==> src/rtl/bkm68x_pkg.sv <==
// Shared definitions for the BKM-68X slot bus.
// Contents:
//   state_t         - host master sequencer states
//   bus_t           - bundle of all slot bus lines driven by the host
//   BUS_IDLE        - bus values while idle (card out of reset)
//   BUS_RESET       - bus values while the card is held in reset
//   DEF_*           - default strobe timing, also used by card-side benches
//   countLoad       - down-counter load value for a phase lasting N cycles
package bkm68x_pkg;

  typedef enum logic [3:0] {
    ST_RST_HOLD,
    ST_IDLE,
    ST_A_SETUP,
    ST_A_HI,
    ST_A_LO,
    ST_D_SETUP,
    ST_D_HI,
    ST_D_LO,
    ST_DONE
  } state_t;

  typedef struct packed {
    logic       slotX;
    logic       clkRw;
    logic       axD;
    logic       rWx;
    logic       resetX;
    logic [7:0] adOut;
    logic       adOeX;
  } bus_t;

  localparam bus_t BUS_IDLE = '{slotX: 1'b1, clkRw: 1'b0, axD: 1'b0, rWx: 1'b1,
                                resetX: 1'b1, adOut: 8'h00, adOeX: 1'b1};

  localparam bus_t BUS_RESET = '{slotX: 1'b1, clkRw: 1'b0, axD: 1'b0, rWx: 1'b1,
                                 resetX: 1'b0, adOut: 8'h00, adOeX: 1'b1};

  localparam int unsigned DEF_T_SETUP    = 2;
  localparam int unsigned DEF_T_HI       = 4;
  localparam int unsigned DEF_T_LO       = 4;
  localparam int unsigned DEF_RESET_HOLD = 16;

  // A phase of N cycles loads N-1 so that it advances when the count hits 0.
  function automatic logic [7:0] countLoad(input int unsigned cycles);
    return 8'(cycles - 1);
  endfunction

endpackage

==> src/rtl/bkm68x_sync2.sv <==
// Two-flop synchronizer for an asynchronous single-bit input.
// Ports:
//   i_clk    - destination clock
//   i_reset  - asynchronous active-high reset, flops go to RESET_VAL
//   i_async  - asynchronous input
//   o_sync   - synchronized copy of i_async (two clock delay)
module bkm68x_sync2 #(
  parameter logic RESET_VAL = 1'b1
) (
  input  logic i_clk,
  input  logic i_reset,
  input  logic i_async,
  output logic o_sync
);

  logic r_meta;
  logic r_sync;

  // Both stages reset to the inactive level so a reset never produces a
  // spurious active pulse downstream.
  always_ff @(posedge i_clk or posedge i_reset) begin
    if (i_reset) begin
      r_meta <= RESET_VAL;
      r_sync <= RESET_VAL;
    end else begin
      r_meta <= i_async;
      r_sync <= r_meta;
    end
  end

  assign o_sync = r_sync;

endmodule

==> src/rtl/bkm68x_host_master.sv <==
// Host-side (monitor) initiator for the BKM-68X multiplexed slot bus.
// Turns single register read/write requests into an address phase and a
// data phase, each made of setup / strobe-high / strobe-low intervals on
// clk_rw, captures read data, pulses the card reset and synchronizes the
// card interrupt.
// Ports:
//   clk_20mhz, reset      - system clock, asynchronous active-high reset
//   req, we, addr, wdata  - transaction request, sampled only when idle
//   card_reset            - card reset pulse request, sampled only when idle
//   busy, done, rdata     - status, end-of-transaction pulse, last read data
//   irq                   - synchronized active-high copy of int_x
//   slot_x_int_x, clk_rw, ax_d, r_wx, reset_x, ad_out, ad_oe_x - bus drive
//   ad_in, int_x          - bus sample value, card interrupt (active low)
// Timing parameters are in clk_20mhz cycles, valid range 1..255.
module bkm68x_host_master
  import bkm68x_pkg::*;
#(
  parameter int unsigned T_SETUP    = DEF_T_SETUP,
  parameter int unsigned T_HI       = DEF_T_HI,
  parameter int unsigned T_LO       = DEF_T_LO,
  parameter int unsigned RESET_HOLD = DEF_RESET_HOLD
) (
  input  logic       clk_20mhz,
  input  logic       reset,
  input  logic       req,
  input  logic       we,
  input  logic [7:0] addr,
  input  logic [7:0] wdata,
  input  logic       card_reset,
  output logic       busy,
  output logic       done,
  output logic [7:0] rdata,
  output logic       irq,
  output logic       slot_x_int_x,
  output logic       clk_rw,
  output logic       ax_d,
  output logic       r_wx,
  output logic       reset_x,
  output logic [7:0] ad_out,
  output logic       ad_oe_x,
  input  logic [7:0] ad_in,
  input  logic       int_x
);

  state_t     r_state;
  state_t     w_nextState;
  logic [7:0] r_count;
  logic [7:0] w_countNext;
  logic       w_accept;

  logic       r_we;
  logic [7:0] r_addr;
  logic [7:0] r_wdata;
  logic       w_we;
  logic [7:0] w_addr;
  logic [7:0] w_wdata;

  bus_t       r_bus;
  bus_t       w_busNext;
  logic       r_busy;
  logic       w_busyNext;
  logic       r_done;
  logic       w_doneNext;
  logic [7:0] r_rdata;
  logic       w_intSync;

  // Duration of each timed state expressed as a down-counter load value.
  function automatic logic [7:0] entryCount(input state_t s);
    case (s)
      ST_RST_HOLD:            entryCount = countLoad(RESET_HOLD);
      ST_A_SETUP, ST_D_SETUP: entryCount = countLoad(T_SETUP);
      ST_A_HI, ST_D_HI:       entryCount = countLoad(T_HI);
      ST_A_LO, ST_D_LO:       entryCount = countLoad(T_LO);
      default:                entryCount = 8'd0;
    endcase
  endfunction

  // Next-state logic. card_reset has priority over req in IDLE; every timed
  // state advances once its counter has run down to zero.
  always_comb begin
    w_nextState = r_state;
    w_accept    = 1'b0;
    case (r_state)
      ST_RST_HOLD: if (r_count == 8'd0) w_nextState = ST_IDLE;
      ST_IDLE: begin
        if (card_reset) begin
          w_nextState = ST_RST_HOLD;
        end else if (req) begin
          w_nextState = ST_A_SETUP;
          w_accept    = 1'b1;
        end
      end
      ST_A_SETUP: if (r_count == 8'd0) w_nextState = ST_A_HI;
      ST_A_HI:    if (r_count == 8'd0) w_nextState = ST_A_LO;
      ST_A_LO:    if (r_count == 8'd0) w_nextState = ST_D_SETUP;
      ST_D_SETUP: if (r_count == 8'd0) w_nextState = ST_D_HI;
      ST_D_HI:    if (r_count == 8'd0) w_nextState = ST_D_LO;
      ST_D_LO:    if (r_count == 8'd0) w_nextState = ST_DONE;
      ST_DONE:    w_nextState = ST_IDLE;
      default:    w_nextState = ST_RST_HOLD;
    endcase

    if (w_nextState != r_state) begin
      w_countNext = entryCount(w_nextState);
    end else if (r_count != 8'd0) begin
      w_countNext = r_count - 8'd1;
    end else begin
      w_countNext = r_count;
    end
  end

  // On the accept edge the request fields are still only on the inputs, so
  // the output decode uses them directly; afterwards the latched copy.
  assign w_we    = w_accept ? we    : r_we;
  assign w_addr  = w_accept ? addr  : r_addr;
  assign w_wdata = w_accept ? wdata : r_wdata;

  // Output decode from the state being entered, so every registered output
  // lines up exactly with the cycles spent in that state.
  always_comb begin
    w_busNext  = BUS_IDLE;
    w_busyNext = 1'b1;
    w_doneNext = 1'b0;
    case (w_nextState)
      ST_RST_HOLD: w_busNext = BUS_RESET;
      ST_IDLE:     w_busyNext = 1'b0;
      ST_A_SETUP, ST_A_HI, ST_A_LO: begin
        w_busNext.slotX = 1'b0;
        w_busNext.axD   = 1'b1;
        w_busNext.rWx   = ~w_we;
        w_busNext.adOut = w_addr;
        w_busNext.adOeX = 1'b0;
        w_busNext.clkRw = (w_nextState == ST_A_HI);
      end
      ST_D_SETUP, ST_D_HI, ST_D_LO: begin
        w_busNext.slotX = 1'b0;
        w_busNext.axD   = 1'b0;
        w_busNext.rWx   = ~w_we;
        w_busNext.adOut = w_we ? w_wdata : 8'h00;
        w_busNext.adOeX = ~w_we;
        w_busNext.clkRw = (w_nextState == ST_D_HI);
      end
      ST_DONE:     w_doneNext = 1'b1;
      default:     w_busNext = BUS_IDLE;
    endcase
  end

  // State register and phase counter; reset always restarts the card reset hold.
  always_ff @(posedge clk_20mhz or posedge reset) begin
    if (reset) begin
      r_state <= ST_RST_HOLD;
      r_count <= countLoad(RESET_HOLD);
    end else begin
      r_state <= w_nextState;
      r_count <= w_countNext;
    end
  end

  // Request latch plus registered bus and status outputs.
  always_ff @(posedge clk_20mhz or posedge reset) begin
    if (reset) begin
      r_we    <= 1'b0;
      r_addr  <= 8'h00;
      r_wdata <= 8'h00;
      r_bus   <= BUS_RESET;
      r_busy  <= 1'b1;
      r_done  <= 1'b0;
    end else begin
      if (w_accept) begin
        r_we    <= we;
        r_addr  <= addr;
        r_wdata <= wdata;
      end
      r_bus  <= w_busNext;
      r_busy <= w_busyNext;
      r_done <= w_doneNext;
    end
  end

  // Read data is sampled on the edge that closes the data strobe-high window.
  always_ff @(posedge clk_20mhz or posedge reset) begin
    if (reset) begin
      r_rdata <= 8'h00;
    end else if (r_state == ST_D_HI && r_count == 8'd0 && !r_we) begin
      r_rdata <= ad_in;
    end
  end

  bkm68x_sync2 #(.RESET_VAL(1'b1)) u_intSync (
    .i_clk   (clk_20mhz),
    .i_reset (reset),
    .i_async (int_x),
    .o_sync  (w_intSync)
  );

  assign busy         = r_busy;
  assign done         = r_done;
  assign rdata        = r_rdata;
  assign irq          = ~w_intSync;
  assign slot_x_int_x = r_bus.slotX;
  assign clk_rw       = r_bus.clkRw;
  assign ax_d         = r_bus.axD;
  assign r_wx         = r_bus.rWx;
  assign reset_x      = r_bus.resetX;
  assign ad_out       = r_bus.adOut;
  assign ad_oe_x      = r_bus.adOeX;

endmodule
==> config.mk <==
export PLATFORM = sky130hd
export DESIGN_NAME = bkm68x_host_master
export DESIGN_NICKNAME = d
export VERILOG_FILES = /design/src/rtl/bkm68x_pkg.sv /design/src/rtl/bkm68x_sync2.sv /design/src/rtl/bkm68x_host_master.sv
export SDC_FILE = /design/constraint.sdc
export NUM_CORES = 1
export LEC_CHECK = 0
export CAP_MARGIN = 20
export CORE_ASPECT_RATIO = 2
export CORE_UTILIZATION = 50
export DETAILED_ROUTE_END_ITERATION = 10
export PLACE_DENSITY = 0.83
export SETUP_SLACK_MARGIN = 0.4
export SYNTH_ARGS = -nofsm -noshare
export SYNTH_HDL_FRONTEND = slang
export SYNTH_SLANG_ARGS = --single-unit
==> constraint.sdc <==
create_clock -name clk_20mhz -period 2.9 [get_ports clk_20mhz]
set_input_delay 0.725 -clock clk_20mhz [delete_from_list [all_inputs] [get_ports clk_20mhz]]
set_output_delay 0.725 -clock clk_20mhz [all_outputs]
set_load 0.02 [all_outputs]
After elaboration in Yosys (flattened, before gate mapping)
Cells that the tools add are included.
Widths: inputs -> output; s select.
{"block": "totals", "register_bits": 55, "inputBits": 30, "out_inout_bits": 25}
{"block": "classes", "add_sub_neg": 1, "n_eq_ne": 17, "n_mux": 25, "bitwise": 2, "n_reduce_logical": 12}
{"cell": "$mux 8", "count": 5}
{"cell": "$mux 4", "count": 9}
{"cell": "$pmux 4 s9", "count": 1}
{"cell": "$eq 4x3->1 const B", "count": 8}
{"cell": "$pmux 9 s2", "count": 1}
{"cell": "$eq 4x2->1 const B", "count": 4}
{"cell": "$pmux 4 s3", "count": 1}
{"cell": "$eq 4x1->1 const B", "count": 2}
{"cell": "$eq 4x4->1 const B", "count": 2}
{"cell": "$logic_not 4->1", "count": 2}
{"cell": "$logic_not 8->1", "count": 1}
{"cell": "$pmux 4 s2", "count": 1}
{"cell": "$reduce_bool 8->1", "count": 1}
{"cell": "$sub 8x1->8 const B", "count": 1}
{"cell": "$mux 1", "count": 7}
{"cell": "$reduce_or 3->1", "count": 2}
{"cell": "$ne 4x4->1", "count": 1}
{"cell": "$reduce_or 4->1", "count": 1}
{"cell": "$logic_and 1x1->1", "count": 2}
{"cell": "$not 1->1", "count": 2}
{"cell": "$reduce_bool 2->1", "count": 1}
{"cell": "$reduce_or 2->1", "count": 1}
{"cell": "$logic_not 1->1", "count": 1}

Logic depth before layout (Yosys ltp)
Gate-level depths: netlist of the first run.
{"block": "logic_depth", "depth_word": 7, "mapped_depth": 8}

By module
A second synthesis of the first run with hierarchy kept.
{"block": "unflattened", "cells_unflattened": 217, "area_unflattened_um2": 2464.9}
{"mod": "bkm68x_host_master", "n_inst": 1, "cells_each": 214, "area_per_inst_um2": 2408.6}
{"mod": "bkm68x_sync2", "n_inst": 1, "cells_each": 3, "area_per_inst_um2": 56.3}

Worst setup path before layout of the first run
No wires, ideal clock.
{"block": "synth_timing", "path_kind": "register to register", "from": "register r_count[0]", "to": "register r_count[0]", "setup_time_ns": 0.079, "arrival_time_ns": 2.067, "required_time_ns": 2.821, "path_slack_ns": 0.754, "path_stages_with_launch": 8, "path_buffers": 0, "synth_period_minus_slack_ns": 2.146, "path_cell_list": "dfstp_2 inv_1 ha_1 or4b_4 nor2_8 o311a_4 or3_4 a22o_1"}
{"block": "synth_via", "elab_chain_cells": 7, "elab_cells_between_ends": 25}
{"element": "start, declared", "line_no": "bkm68x_host_master.sv:47", "source": "logic [7:0] r_count;"}
{"element": "start signal, assigned", "line_no": "bkm68x_host_master.sv:152", "source": "r_count <= countLoad(RESET_HOLD);"}
{"element": "start signal, assigned", "line_no": "bkm68x_host_master.sv:155", "source": "r_count <= w_countNext;"}
{"element": "$logic_not 8->1"}
{"element": "$mux 4 (tied with other cells)", "line_no": "bkm68x_host_master.sv:98", "source": "ST_D_LO: if (r_count == 8'd0) w_nextState = ST_DONE;"}
{"element": "$pmux 4 s9", "line_no": "bkm68x_host_master.sv:83", "source": "case (r_state)"}
{"element": "$eq 4x2->1 / $eq 4x3->1 (equally long branches)", "line_no": "bkm68x_host_master.sv:69", "source": "case (s)"}
{"element": "$reduce_or 4->1 (no source line) / $reduce_or 2->1 (equally long branches)"}
{"element": "$pmux 4 s3", "line_no": "bkm68x_host_master.sv:69"}
{"element": "$mux 8", "line_no": "bkm68x_host_master.sv:103", "source": "if (w_nextState != r_state) begin"}
Parallel ways exist; a longest one is shown, timed or not. The select of a mux whose other input is x is not followed.
A chain may end at the register's enable or synchronous reset.

Worst setup path after layout of the first run
{"block": "layout_timing", "from": "input port req", "to": "register r_count[0]"}
{"block": "layout_via", "elab_chain_cells": 7, "elab_cells_between_ends": 16}
{"element": "start, declared", "line_no": "bkm68x_host_master.sv:25", "source": "input logic req,"}
{"element": "$mux 4 (*)", "line_no": "bkm68x_host_master.sv:88", "source": "end else if (req) begin"}
{"element": "$mux 4 (*)", "line_no": "bkm68x_host_master.sv:86", "source": "if (card_reset) begin"}
{"element": "$pmux 4 s9 (*)", "line_no": "bkm68x_host_master.sv:83"}
{"element": "$eq 4x2->1 / $eq 4x3->1 (equally long branches)", "line_no": "bkm68x_host_master.sv:69"}
{"element": "$reduce_or 4->1 (no source line) / $reduce_or 2->1 (equally long branches)"}
{"element": "$pmux 4 s3", "line_no": "bkm68x_host_master.sv:69"}
{"element": "$mux 8", "line_no": "bkm68x_host_master.sv:103"}
Mark *: on every way between the ends. The rest lies on a longest branch, timed or not.

==> results of run 1 <==
[stage by stage]
step | instances | hold slack [ps] | worst slack, ps | cell area, um2 | total power [W]
after global routing | 317 | 372.3 | 411.0 | 3214 | 0.001486
after detailed placement | 309 | 347.3 | 267.7 | 3067 | 0.0008481
after floorplan | 206 | 345.2 | 753.9 | 2470 | 0.0007986
after CTS | 317 | 368.9 | 423.9 | 3207 | 0.001454
after global placement | 309 | 346.2 | 326.0 | 3067 | 0.0008465
final | 317 | 365.8 | 509.1 | 3214 | 0.001442
[how the worst max path moves through the flow]
stage          startpoint         end  slack (ps)  cells past startpoint
2_1_floorplan  r_count[0]  r_count[0]         750                      7
3_3_place_gp          req  r_count[0]         330                      5
3_5_place_dp          req  r_count[0]         270                      5
4_1_cts        r_count[1]   ad_out[0]         420                      8
5_1_grt        r_count[1]    rdata[0]         410                      6
6_report              req  r_count[0]         510                      5
[cell usage after synthesis (2+ instances only)]
| master | instances |
|---|---|
| mux2i_1 | 8 |
| xnor2_1 | 4 |
| o22ai_1 | 8 |
| nor2b_1 | 4 |
| or3_1 | 2 |
| o21ai_1 | 2 |
| dfstp_2 | 10 |
| nand2_1 | 13 |
| a31oi_1 | 2 |
| a21oi_1 | 5 |
| mux2_2 | 19 |
| nor3_1 | 5 |
| clkbuf_1 | 3 |
| nand4_1 | 2 |
| inv_1 | 15 |
| buf_2 | 5 |
| dfrtp_1 | 45 |
| nand2b_1 | 4 |
| o21ai_0 | 5 |
| nor2_1 | 9 |
[cell families (layout without fill, tap and decap cells)]
kind of cell,after synthesis,after routing
compound gates,37,37
xor+xnor,5,5
fa+ha+maj,1,1
buf+inv,25,81
flops,55,55
mux,27,27
simple gates,56,56
[metal layers]
| metal | vias up | share of wire (%) | GRT usage (%) |
|---|---|---|---|
| li1 | 832 | - | - |
| met1 | 876 | 36 | 24.15 |
| met2 | 45 | 58 | 42.66 |
| met3 | 18 | 2.2 | 3.003 |
| met4 | 0 | 4.3 | 12.89 |
| met5 | - | 0 | 0 |
[power groups by stage]
| stage | logic, W | registers (W) | clock network (W) |
|---|---|---|---|
| floorplan | 0.0000143 | 0.000784 | 0 |
| global placement | 0.0000622 | 0.000784 | 0 |
| detailed placement | 0.0000638 | 0.000784 | 0 |
| CTS | 0.0000640 | 0.000770 | 0.000620 |
| global route | 0.0000693 | 0.000770 | 0.000646 |
| finish | 0.0000625 | 0.000770 | 0.000609 |
[critical path, stage by stage]
cell and delay, ps:
clkdlybuf4s50_1 460, or4_4 590, a211oi_1 490, nor2_1 100, a22o_1 260
[repair_timing]
item,CTS,global route
setup endpoints to repair,0,7
hold buffers,0,0
gates resized for setup,0,1
[state kept, by name, indices dropped and copies added, names as in the netlist]
signal and count:
r_count 8, r_wdata 8, done 1, reset_x 1, rdata 8, r_addr 8, ad_oe_x 1, ax_d 1
u_intSync.r_meta 1, slot_x_int_x 1, r_state 4, u_intSync.o_sync 1, ad_out 8, clk_rw 1, r_wx 1, busy 1
r_we 1
[final cells by class]
class / instances / area, um2
clock buffers: 5 / 68.82
clock inverters: 3 / 71.32
fillers: 342 / 1471
inverters: 16 / 60.06
multi-input cells: 126 / 980.9
flip-flops and latches: 55 / 1389
well taps: 55 / 68.82
repair buffers: 57 / 575.6
[placed cells by master, fill, tap and decap left out, types with 2 or more instances in the layout]
master	netlist	routed
xnor2_1	4	4
nor3_1	5	5
mux2_2	19	19
nand4_1	2	2
buf_4	0	2
or3_1	2	2
inv_2	1	2
inv_1	15	14
clkdlybuf4s50_1	0	54
nor2b_1	4	4
a31oi_1	2	2
a21oi_1	5	5
o21ai_1	2	2
o22ai_1	8	8
nor2_1	9	9
bufinv_16	0	2
mux2i_1	8	8
clkbuf_8	0	5
o21ai_0	5	5
dfstp_2	10	10
nand2b_1	4	4
nand2_1	13	13
dfrtp_1	45	45
==> out/metrics.csv, run 1 <==
metric,value,unit
cts bufs inserted,5,
WHS Path Cells,0,
final core utilization,68.60,%
CTS tree,built,
f_max,418.2,MHz
vias per cell,5.587,
Synth Area in Adders,0.5066,%
largest net degree at the start of global routing,56,
Hold Path Sink,u_intSync.o_sync,
Worst Path Required,3140,ps
Max VDD drop,0.4106,mV
clk root buf,clkbuf_8,
Most used DFF post-synth,dfrtp_1,
Detailed Place HPWL,3902,um
final worst path period need,2391,ps
combinational share of power,4.3,%
TNS Setup,0,ps
final setup fails,0,
Yosys cell types,56,
Leak Pwr,1.509,nW
Site Rows,35,
nature of the critical path startpoint,input pin,
largest family of logic cells by synthesized area,simple AND/OR/NAND/NOR gates,
Synth Cell Area,2470,um2
Worst-Skew Late Latency,310,ps
dominant cell type by area after synthesis,dfrtp_1,
Async SR Flop Fraction,100.0,%
RR Endpoint,rdata[1],
Avg Inst Size Synth,11.99,um2
pwr dens,448.5,nW/um2
# IOs,55,
start point of the worst min-delay path,u_intSync.r_meta,
post-CTS setup buffer count,0,
RSZ-0062 raised after global routing,no,
Setup CP Type,in2reg,
Synth area leaders,"dfrtp_1 (46%), dfstp_2 (11%), mux2_2 (8.7%), mux2i_1 (3.2%), inv_1 (2.3%)",
synthesis-to-finish area growth,30.14,%
Slew HR,66.01,%
post-synthesis mux area share,11.90,%
sw frac,19.58,%
Clk network pwr share,42.3,%
DR vias,1771,
HP Class,reg2reg,
status,"complete, no violations",
total net switching power,0.0002823,W
H-tree Lvls,2,
"flops & latches, synth",55,
XOR/XNOR Fraction of Synth Area,1.773,%
Post-Syn Nets,237,
IO Port Bufs,54,
initial antenna violation count,0,
CTS sink count,55,
Antenna Nets Post-Route,0,
worst-path maximum fanout,4,
DRT iter0 DRCs,21,
"Seq/Total Area, Yosys",56.23,%
Synth Instances,206,
endpoints failing hold,0,
r2r worst-path depth,6,
global-route wire length before repair,8887,um
diode count,0,
Pre-Repair DR Iteration Count,4,
synthesized-area fraction occupied by and/or/nand/nor cells,14.59,%
part of the power in registers,53.4,%
CTS Buffer Depth,2,
Die Ht,101.4,um
CP Data Arrival Time,2630,ps
DRT Wirelength,5380,um
Post-synth EDFFs,0,
initial cell density of the core,52.71,%
Pint,0.001159,W
final-report max-slew violation count,0,
yosys synthesis warning count,0,
chip width,51.70,um
die area,5242,um2
GRT Total Usage,23.14,%
GPL Wtd Cong,0.8560,
post-synthesis compound-gate area fraction,10.64,%
vias in the first global route,1927,
max-cap violations,0,
Critical Path Sink Type,flop,
WL per Instance,16.97,um
Worst R2R Start,r_count[1],
Synth top area share,45.59,%
worst-margin pin slew,505.9,ps
DRC violations left,0,
Core Box Area,4686,um2
GRT overflow,0,
NumNets Final,292,
period utilization,82.45,%
reg2reg setup slack,530,ps
Setup Skew,7.308,ps
clk slew on worst S/H paths,100,ps
layout cells sized above 1,20.61,%
No activity file was read; power rests on OpenSTA's default activity.
==> inputs of run 2 (changes only) <==
- clock period: 2.9 -> 2.4 ns (I/O delays scaled with it)
==> out/metrics.csv, run 2 (synthesis gave the netlist of run 1 again) <==
metric,value,unit
endpoints failing hold,0,
NumNets Final,315,
Setup CP Type,reg2reg,
diode count,0,
f_max,453.0,MHz
initial cell density of the core,52.71,%
worst-margin pin slew,494.3,ps
DRC violations left,0,
IO Port Bufs,54,
RSZ-0062 raised after global routing,yes,
die area,5242,um2
CP Data Arrival Time,2390,ps
DR vias,1937,
global-route wire length before repair,9591,um
post-route setup slack,192.3,ps
reg2reg setup slack,190,ps
GPL Wtd Cong,0.8810,
Antenna Nets Post-Route,0,
TNS Setup,0,ps
Placed Instance Area,3198,um2
"Slowest-stage cell, CP",or4b_4,
HP Class,reg2reg,
final core utilization,76.58,%
DRT iter0 DRCs,29,
Detailed Place HPWL,4025,um
combinational share of power,4.4,%
Leak Pwr,1.668,nW
Worst Path Required,2590,ps
Critical Path Sink Type,flop,
Setup Skew,8.619,ps
final setup fails,0,
Worst-Skew Late Latency,310,ps
# IOs,55,
Final Non-Filler Cells,340,
Slew HR,66.79,%
nature of the critical path startpoint,flop,
Crit path largest cell delay,540,ps
GRT overflow,0,
largest net degree at the start of global routing,56,
CTS tree,built,
part of the power in registers,53.2,%
vias in the first global route,1975,
Pint,0.001402,W
CTS sink count,55,
DP Worst Slack,-68.30,ps
final-report max-slew violation count,0,
CTS Hold Bufs,0,
worst-path maximum fanout,8,
Core Box Area,4686,um2
max-cap violations,0,
GRT Total Usage,25.38,%
layout cells sized above 1,34.74,%
chip width,51.70,um
Clk network pwr share,42.4,%
total net switching power,0.0003477,W
Pre-Repair DR Iteration Count,4,
final instance area,3588,um2
WL per Instance,19.25,um
CTS Buffer Depth,2,
initial antenna violation count,0,
pwr dens,487.5,nW/um2
status,"complete, no violations",
sw frac,19.88,%
cts bufs inserted,5,
final worst path period need,2208,ps
most frequent cells in the layout,"clkdlybuf4s50_1 (49), dfrtp_1 (43), buf_4 (18)",
crit-path cells,inv_2 > ha_4 > or4b_4 > nor2_8 > o311a_4 > buf_6 > inv_6 > o21ai_4 > buf_12 > o22ai_4,
H-tree Lvls,2,
Max VDD drop,0.5897,mV
synthesis-to-finish area growth,45.29,%
"most common cell after layout, fill and taps aside",clkdlybuf4s50_1,
period utilization,91.99,%
clk slew on worst S/H paths,100,ps
placed insts,318,
vias per cell,5.697,
DRT Wirelength,6546,um
Site Rows,35,
Die Ht,101.4,um
clk root buf,clkbuf_8,
[run 2: critical path: cells and delay by family (launching register included)]
family                   cells  cell delay, ps
adder cells (fa/ha/maj)      1             130
buffers and inverters        4             380
flip-flops                   1             400
AND/OR/NAND/NOR              2             720
AO/OA/AOI/OAI                3             440
[run 2: path summary, 6_finish.rpt]
path | startpoint | endpoint | depth (start not counted)
worst max-delay path | r_count[0] | ad_out[3] | 10
worst min-delay path | u_intSync.r_meta | u_intSync.o_sync | 0
worst max register to register | r_count[0] | ad_out[3] | 10
worst min register to register | u_intSync.r_meta | u_intSync.o_sync | 0
max in group asynchronous | reset | r_count[1] | 3
min in group asynchronous | reset | rdata[3] | 3
[run 2: power by group through the flow]
stage	clock, W	sequential [W]	combinational [W]
5_1_grt	0.000781	0.000931	0.0000836
4_1_cts	0.000744	0.000930	0.0000773
6_report	0.000742	0.000930	0.0000770
3_3_place_gp	0	0.000948	0.0000759
3_5_place_dp	0	0.000948	0.0000776
2_1_floorplan	0	0.000948	0.0000173
[run 2: metrics by stage]
step / hold WS, ps / power [W]
floorplan: 345.2 / 0.0009650
global placement: 346.1 / 0.001024
detailed placement: 347.6 / 0.001025
CTS: 370.6 / 0.001751
global route: 373.2 / 0.001795
finish: 370.3 / 0.001749
[run 2: repair_timing]
action                     4_1_cts  5_1_grt
gates resized for setup         20       17
setup endpoints to repair       28       28
pin swaps                       20        8
buffers inserted                 9        5
[run 2: area by class of cell]
class                           instances  area (um2)
Tap cell                               55       68.82
Clock buffer                            5       68.82
Fill cell                             265        1097
Clock inverter                          3       71.32
Multi-Input combinational cell        126        1129
Inverter                               16       65.06
Sequential cell                        55        1391
Timing Repair Buffer                   80       794.5
[run 2: routing by layer]
| metal | up-vias | track usage, % | part of all wire [%] |
|---|---|---|---|
| li1 | 880 | - | - |
| met1 | 953 | 26.13 | 34 |
| met2 | 77 | 46.65 | 56 |
| met3 | 27 | 3.453 | 4.4 |
| met4 | 0 | 14.97 | 5.9 |
| met5 | - | 0 | 0 |
==> inputs of run 3 (changes only) <==
- CORE_UTILIZATION: 50 -> 52
- CTS_BUF_LIST: default -> sky130_fd_sc_hd__clkbuf_8
- CTS_CLUSTER_SIZE: default -> 14
- PLACE_DENSITY: 0.83 -> 0.86
==> out/metrics.csv, run 3 (synthesis gave the netlist of run 1 again) <==
metric,value,unit
status,"complete, no violations",
GRT overflow,0,
nature of the critical path startpoint,flop,
Setup CP Type,reg2reg,
cts bufs inserted,5,
pwr dens,432.7,nW/um2
GPL Wtd Cong,0.8371,
sw frac,21.69,%
overall power consumption,0.001550,W
Antenna Nets Post-Route,0,
DRT Wirelength,6938,um
Slew HR,69.67,%
die area,5046,um2
final-report max-slew violation count,0,
# IOs,55,
period utilization,94.29,%
DRC violations left,0,
Core Box Area,4598,um2
final core utilization,77.90,%
Setup Skew,10.27,ps
Worst-Skew Late Latency,310,ps
vias in the first global route,2104,
combinational share of power,4.9,%
part of the power in registers,60.0,%
Max VDD drop,0.6097,mV
endpoints failing hold,0,
CTS tree,built,
initial antenna violation count,0,
max-cap violations,0,
Site Rows,35,
Pre-Repair DR Iteration Count,4,
CTS Hold Bufs,0,
Leak Pwr,1.674,nW
global-route wire length before repair,10020,um
Critical Path Sink Type,flop,
IO Port Bufs,54,
final worst path period need,2263,ps
vias per cell,5.800,
clk slew on worst S/H paths,100,ps
"most common cell after layout, fill and taps aside",clkdlybuf4s50_1,
synthesis-to-finish area growth,45.04,%
routed length on met1,2381,um
RSZ-0062 raised after global routing,yes,
largest net degree at the start of global routing,43,
most frequent cells in the layout,"clkdlybuf4s50_1 (49), dfrtp_1 (45), buf_4 (23)",
worst-path maximum fanout,8,
CTS sink count,55,
Die Ht,99.47,um
H-tree Lvls,2,
NumNets Final,320,
CP Data Arrival Time,2510,ps
final setup fails,0,
worst-margin pin slew,451.5,ps
layout cells sized above 1,34.48,%
top layer in use,met4,
chip width,50.73,um
diode count,0,
initial cell density of the core,53.71,%
Worst Path Required,2650,ps
total net switching power,0.0003362,W
GRT Total Usage,27.03,%
DRT iter0 DRCs,53,
DR vias,2001,
clk root buf,clkbuf_8,
HP Class,reg2reg,
DR WL met3,220,um
WL per Instance,20.11,um
CTS Buffer Depth,2,
Clk network pwr share,35.1,%
Detailed Place HPWL,4079,um
metal2 WL,4010,um
Pint,0.001214,W
f_max,441.9,MHz
[run 3: critical path: stages, from the launching register on]
cell and delay (ps):
dfstp_2 390, inv_2 70, ha_4 140, nor4b_4 350
nand4_1 190, mux2_4 400, or3_4 420, a22o_1 220
[run 3: per-stage QoR]
stage	std cells	cell area, um2	setup TNS [ps]	hold slack [ps]	setup WS (ps)
2_1_floorplan	206	2511	0	345.2	359.7
3_3_place_gp	321	3221	-53.67	346.2	-49.48
3_5_place_dp	321	3221	-179.4	352.9	-99.48
4_1_cts	338	3445	0	367.4	174.3
5_1_grt	345	3582	0	370.5	89.05
6_report	345	3582	0	366.5	137.0
[run 3: what timing repair did]
action                                  CTS  global route
resized for setup                        20            16
endpoints found under the setup margin   28            30
pin swaps                                 6             9
buffers inserted                          9             7
[run 3: final timing paths]
check                                 startpoint                to  slack [ps]  cells after the start
worst max-delay path                  r_count[1]        r_count[0]         140                      7
worst min-delay path            u_intSync.r_meta  u_intSync.o_sync         370                      0
worst max register to register        r_count[1]        r_count[0]         140                      7
worst min register to register  u_intSync.r_meta  u_intSync.o_sync         370                      0
max in group asynchronous                  reset      slot_x_int_x        1240                      3
min in group asynchronous                  reset              ax_d         570                      2
[run 3: area by class of cell]
| class | instances | area, um2 |
|---|---|---|
| Multi-Input combinational cell | 126 | 1134 |
| Tap cell | 55 | 68.82 |
| Fill cell | 264 | 1016 |
| Clock buffer | 6 | 82.58 |
| Clock inverter | 2 | 13.76 |
| Inverter | 16 | 62.56 |
| Sequential cell | 55 | 1389 |
| Timing Repair Buffer | 85 | 832.0 |
[run 3: power by group through the flow]
| stage | sequential [W] | combinational [W] | clock [W] |
|---|---|---|---|
| 6_report | 0.000930 | 0.0000762 | 0.000544 |
| 4_1_cts | 0.000930 | 0.0000762 | 0.000546 |
| 3_5_place_dp | 0.000948 | 0.0000763 | 0 |
| 2_1_floorplan | 0.000948 | 0.0000173 | 0 |
| 5_1_grt | 0.000931 | 0.0000835 | 0.000572 |
| 3_3_place_gp | 0.000948 | 0.0000747 | 0 |
[run 3: metal layers]
layer / vias up / GRT usage (%)
met2: 77 / 48.51
met5: - / 0
met1: 1008 / 29.34
li1: 888 / -
met4: 0 / 16.88
met3: 28 / 2.599
